===== src/rtl/regfile_mp.sv =====
// Multi-port integer register file: NUM_RD combinational read ports,
// two bypassed write ports, post-reset hardware clear and collision flag.
module regfile_mp #(
    parameter int DATA_W   = 32,
    parameter int ADDR_W   = 5,
    parameter int NUM_RD   = 2,
    parameter int ZERO_REG = 1
) (
    input  logic                       clk,
    input  logic                       rst,
    output logic                       init_done_o,
    output logic                       wcollide_o,
    input  logic                       we0_i,
    input  logic [ADDR_W-1:0]          waddr0_i,
    input  logic [DATA_W-1:0]          wdata0_i,
    input  logic                       we1_i,
    input  logic [ADDR_W-1:0]          waddr1_i,
    input  logic [DATA_W-1:0]          wdata1_i,
    input  logic [NUM_RD-1:0]          re_i,
    input  logic [NUM_RD*ADDR_W-1:0]   raddr_i,
    output logic [NUM_RD*DATA_W-1:0]   rdata_o
);

    localparam int DEPTH = 2 ** ADDR_W;

    typedef enum logic {
        CLEAR = 1'b0,
        RUN   = 1'b1
    } state_t;

    state_t              state;
    state_t              state_nx;
    logic [ADDR_W-1:0]   clr_cnt;
    logic [DATA_W-1:0]   regs [DEPTH];
    logic                wr0;
    logic                wr1;
    logic                run;

    function automatic logic writable(input logic [ADDR_W-1:0] a);
        return (a != '0) || (ZERO_REG == 0);
    endfunction

    assign run = (state == RUN) && !rst;
    assign wr0 = run && we0_i && writable(waddr0_i);
    assign wr1 = run && we1_i && writable(waddr1_i);

    assign init_done_o = run;

    always_comb begin
        state_nx = state;
        if (state == CLEAR && clr_cnt == ADDR_W'(DEPTH - 1)) begin
            state_nx = RUN;
        end
    end

    always_ff @(posedge clk) begin
        if (rst) begin
            state   <= CLEAR;
            clr_cnt <= '0;
        end else begin
            state <= state_nx;
            if (state == CLEAR) begin
                clr_cnt <= clr_cnt + 1'b1;
            end
        end
    end

    // Port 1 is younger: its assignment comes last so it wins on a shared address.
    always_ff @(posedge clk) begin
        if (!rst) begin
            if (state == CLEAR) begin
                regs[clr_cnt] <= '0;
            end else begin
                if (wr0) begin
                    regs[waddr0_i] <= wdata0_i;
                end
                if (wr1) begin
                    regs[waddr1_i] <= wdata1_i;
                end
            end
        end
    end

    always_ff @(posedge clk) begin
        if (rst) begin
            wcollide_o <= 1'b0;
        end else if (wr0 && wr1 && waddr0_i == waddr1_i) begin
            wcollide_o <= 1'b1;
        end
    end

    for (genvar k = 0; k < NUM_RD; k++) begin : g_rd
        logic [ADDR_W-1:0] ra;
        logic [DATA_W-1:0] rd;

        assign ra = raddr_i[k*ADDR_W +: ADDR_W];

        always_comb begin
            rd = '0;
            if (rst || state != RUN) begin
                rd = '0;
            end else if (!re_i[k]) begin
                rd = '0;
            end else if (ra == '0 && ZERO_REG != 0) begin
                rd = '0;
            end else if (we1_i && waddr1_i == ra) begin
                rd = wdata1_i;
            end else if (we0_i && waddr0_i == ra) begin
                rd = wdata0_i;
            end else begin
                rd = regs[ra];
            end
        end

        assign rdata_o[k*DATA_W +: DATA_W] = rd;
    end

endmodule


===== config.mk =====
export PLATFORM = sky130hd
export DESIGN_NAME = regfile_mp
export DESIGN_NICKNAME = d
export VERILOG_FILES = /design/src/rtl/regfile_mp.sv
export SDC_FILE = /design/constraint.sdc
export NUM_CORES = 2
export LEC_CHECK = 0
export BUFFER_PORTS_ARGS = -buffer_cell sky130_fd_sc_hd__buf_4
export CORE_MARGIN = 4
export CORE_UTILIZATION = 40
export DETAILED_ROUTE_END_ITERATION = 10
export PLACE_DENSITY = 0.6
export SLEW_MARGIN = 20
export SYNTH_ARGS = -nofsm -noshare
export SYNTH_HDL_FRONTEND = slang
export SYNTH_SLANG_ARGS = --single-unit

===== constraint.sdc =====
create_clock -name clk -period 5.7 [get_ports clk]
set_input_delay 1.14 -clock clk [delete_from_list [all_inputs] [get_ports clk]]
set_output_delay 1.14 -clock clk [all_outputs]
set_load 0.005 [all_outputs]

==> tab_implementation.tex <==
\begin{tabular}{lr}
\hline
Metric & Value \\
\hline
\multicolumn{2}{l}{\textbf{Clocking}} \\
\quad TritonCTS clock tree & built \\
\quad Number of CTS-inserted buffers & 112 \\
\quad Post-CTS repair timing setup buffer count & 0 \\
\quad CTS root buf & clkbuf\_16 \\
\quad Number of cells upsized or downsized after cts & 0 \\
\quad Number of buffers on the longest clock path & 3 \\
\quad H-tree Lvls & 3 \\
\quad Clock Sinks & 1,031 \\
\quad Clock Latency Late Sink & 0.74 ns \\
\quad \# hold bufs at CTS & 0 \\
\quad Clock slew at the register clock pins of the worst setup and hold paths & 0.06 ns \\
\multicolumn{2}{l}{\textbf{Timing}} \\
\quad RSZ-0062 raised after global routing & no \\
\quad Setup-failing EPs final & 0 \\
\quad Worst slew margin relative to its limit & 20.0\% \\
\quad Clock Skew & 0.0318 ns \\
\quad Fin crit share & 90.1\% \\
\quad Final total negative setup slack & 0 ns \\
\quad Post-route minimum period & 5.14 ns \\
\quad Final number of hold-violating endpoints & 0 \\
\quad Worst Max-Slew Pin Slew & 1.20 ns \\
\quad Final hold slack & 0.484 ns \\
\quad Number of slew-limit violations in the final report & 0 \\
\quad Maximum clock frequency & 0.195 GHz \\
\multicolumn{2}{l}{\textbf{Synthesis}} \\
\quad Complex-gate fraction of the synthesized area & 12.6\% \\
\quad Xor/xnor cell area share of the yosys netlist & 0.400\% \\
\quad Largest cells by area after synthesis & edfxtp\_1 52\%, mux4\_2 21\%, o21ai\_0 9.0\%, nand2\_1 7.4\%, clkbuf\_1 2.8\% \\
\quad Synth Area in Simple Gates & 8.83\% \\
\quad Net Count, Synth & 5,050 \\
\quad Yosys warning total & 0 \\
\quad Count of mapped cells out of synthesis & 4,958 \\
\quad Number of enable-type register cells in the synthesized netlist & 1,024 \\
\quad Area share of fa/ha/maj cells after synthesis & 0.0423\% \\
\quad Synthesized area per cell & 11.9 um\^{}2 \\
\quad Unique cell type count in the Yosys netlist & 52 \\
\quad Most used DFF post-synth & edfxtp\_1 \\
\quad Cell taking the most area after synthesis & edfxtp\_1 \\
\quad FF+latch count, synth & 1,031 \\
\quad Mapped Area & 0.0591 mm\^{}2 \\
\quad Combinational family with the most area after synthesis & multiplexers \\
\quad Fraction of post-synthesis cell area in the top cell type by area & 52.0\% \\
\quad Sequential-to-total area share from yosys stat & 52.2\% \\
\quad Mux share of post-synthesis cell area & 20.8\% \\
\quad Share of synthesized registers carrying an async set or reset & 0\% \\
\multicolumn{2}{l}{\textbf{Placed design}} \\
\quad Dpl hpwl & 126 mm \\
\quad Final GP Congestion & 0.847 \\
\quad Placed cell count & 6,543 \\
\quad Placed cell areas & 0.0622 mm\^{}2 \\
\quad Buffers added on ports & 155 \\
\multicolumn{2}{l}{\textbf{Critical path}} \\
\quad Worst EP required & 4.56 ns \\
\quad Launching point of the worst reg2reg path & state \\
\quad Slowest library cell on the worst path & a41o\_2 \\
\quad Register-to-register setup slack & 1.75 ns \\
\quad Library cell appearing most often on the critical path & buf\_4 \\
\quad Critical path fanouts, max & 18 \\
\quad Crit path buf inv count & 3 \\
\quad Critical path cell sequence & buf\_4, xor2\_1, nor3\_1, a41o\_2, buf\_4, o22ai\_1, o21ai\_0, buf\_4 \\
\quad Type of the setup path with the least slack & in -> out \\
\quad Cell family with most CP delay & compound AO/OA/AOI/OAI gates \\
\quad Largest stage delay, worst path & 0.66 ns \\
\quad Number of cells on the worst reg-to-reg path & 5 \\
\quad Endpoint of the worst register-to-register path & regs[20][1] \\
\quad Signal arrival time at the worst endpoint & 4.00 ns \\
\quad Kind of start point of the critical path & input port \\
\quad Capturing element type of the critical path & output pin \\
\multicolumn{2}{l}{\textbf{Finish}} \\
\quad Synth-to-Final Area Change & 11.5\% \\
\quad Highest-count cells in the layout ignoring fill and taps & 1,170 x nand2\_1, 1,060 x o21ai\_0, 1,024 x edfxtp\_1 \\
\quad Most common cell after layout, fill and taps aside & nand2\_1 \\
\quad Final Non-Filler Cells & 6,752 \\
\quad Ratio of cells with drive above 1 in the final layout & 23.0\% \\
\quad Fill cell instance count of the final layout & 12,800 \\
\quad Final Cell Area & 0.0659 mm\^{}2 \\
\quad Final nets & 4,832 \\
\multicolumn{2}{l}{\textbf{Status}} \\
\quad Result of the run & finished, final reports clean \\
\multicolumn{2}{l}{\textbf{Flow run}} \\
\quad Reported max-cap violation count & 0 \\
\multicolumn{2}{l}{\textbf{Detailed routing}} \\
\quad Detailed Route WL & 224 mm \\
\quad DRC errors left & 0 \\
\quad Detailed-route via count & 44,300 \\
\quad Antenna-violating nets left & 0 \\
\quad DRT iter0 DRCs & 6,760 \\
\quad Number of detailed-route iterations in the first pass & 6 \\
\quad Via density per instance & 6.56 \\
\quad Routed wirelength normalized by instance count & 33.2 um \\
\multicolumn{2}{l}{\textbf{Die}} \\
\quad Top-Level Pins & 156 \\
\quad Core Box Area & 0.146 mm\^{}2 \\
\quad Chip width & 392 um \\
\quad Effective utilization at floorplan & 40.4\% \\
\quad Total die area & 0.154 mm\^{}2 \\
\quad Core Rows & 140 \\
\quad Die extent in y & 392 um \\
\multicolumn{2}{l}{\textbf{Power and ir drop}} \\
\quad Worst supply voltage drop on vdd & 232 uV \\
\quad Areal power density over the cells & 261 mW/mm\^{}2 \\
\quad Overall power after layout & 17.2 mW \\
\quad Static Leakage & 19.5 nW \\
\multicolumn{2}{l}{\textbf{Hold path}} \\
\quad Terminating pin of the worst hold path & wcollide\_o \\
\quad Type of the most critical hold path & reg -> reg \\
\quad Startpoint of the tightest hold check path & wcollide\_o \\
\quad Worst hold path cell count & 2 \\
\multicolumn{2}{l}{\textbf{Global routing}} \\
\quad Antenna violations before repair & 1 \\
\quad Number of global-route vias before repair & 42,300 \\
\quad Maximum number of pins on one net before global-route repair & 67 \\
\quad Wire length of the first global-routing pass & 315 mm \\
\quad Global router's overall resource usage & 28.8\% \\
\quad Congestion Overflow GR & 0 \\
\hline
\end{tabular}
[registers in the layout (all words and copies together), names as in the netlist]
signal	cells
regs	1024
clr_cnt	5
state	1
wcollide_o	1
[tightest hold or removal path: stages (launching register included)]
cell,delay [ns]
dfxtp_1,0.33
a31oi_1,0.05
nor2_1,0.07
[cells in the mapped netlist, drive strengths merged, types with 2 or more instances]
library cell	instances
nand3b	4
and2	10
xor2	12
a22oi	65
mux2i	2
edfxtp	1024
inv	35
nand4	3
mux4	544
o21ai	1061
buf	209
nand3	4
nor2b	10
o21bai	23
and3b	3
xnor2	15
o22ai	169
nand4b	2
nand2b	6
nor2	24
nor3b	3
dfxtp	7
nor4	8
or4	34
o221ai	32
nand2	1173
nand4bb	3
a41o	2
and3	2
ha	2
o21a	3
clkbuf	444
nor3	9
[final cells by class]
cell class                      instances  area, um^2  share of cell area (%)
Sequential cell                      1031       30900                    46.8
Antenna cell                            1        2.50                 0.00379
Timing Repair Buffer                  321        2970                    4.51
Inverter                               35         131                   0.199
Multi-Input combinational cell       3239       25800                    39.1
Clock buffer                          133        2900                    4.40
Clock inverter                         75         870                    1.32
Tap cell                             1917        2400                    3.64
[metal layers]
layer	wire [um]	global-route usage [%]
met2	105000	45.9
met1	79000	37.1
met3	26300	5.99
met5	0	0
met4	13900	15.2
[worst max path at each step]
stage | end | slack [ns] | depth (start not counted) | start
final | rdata_o[29] | 0.56 | 8 | raddr_i[1]
after global routing | rdata_o[29] | 0.55 | 8 | raddr_i[1]
after CTS | rdata_o[29] | 0.74 | 8 | raddr_i[1]
after detailed placement | rdata_o[29] | 0.74 | 8 | raddr_i[1]
after global placement | rdata_o[29] | 0.68 | 8 | raddr_i[1]
after floorplan | regs[9][0] | 1.05 | 8 | waddr0_i[3]
[power breakdown]
part | total (mW) | switching [mW] | internal, mW
Combinational | 1.31 | 0.796 | 0.514
Clock | 7.63 | 3.26 | 4.37
Sequential | 8.29 | 0.0241 | 8.27
Total | 17.2 | 4.08 | 13.1
[kinds of logic after synthesis]
family	count (synthesis)
AOI/OAI and AO/OA	1363
and+or+nand+nor	1301
DFF	1031
buffers and inverters	688
muxes	546
xor gates and xnor gates	27
adders and majority gates	2
[through the flow]
stage	utilization [%]	setup WS, ns
global route	45.1	0.554
finish	45.1	0.562
CTS	45.1	0.735
floorplan	-	1.05
detailed placement	42.5	0.744
global placement	42.5	0.682
(Power assumes the default switching activity.)
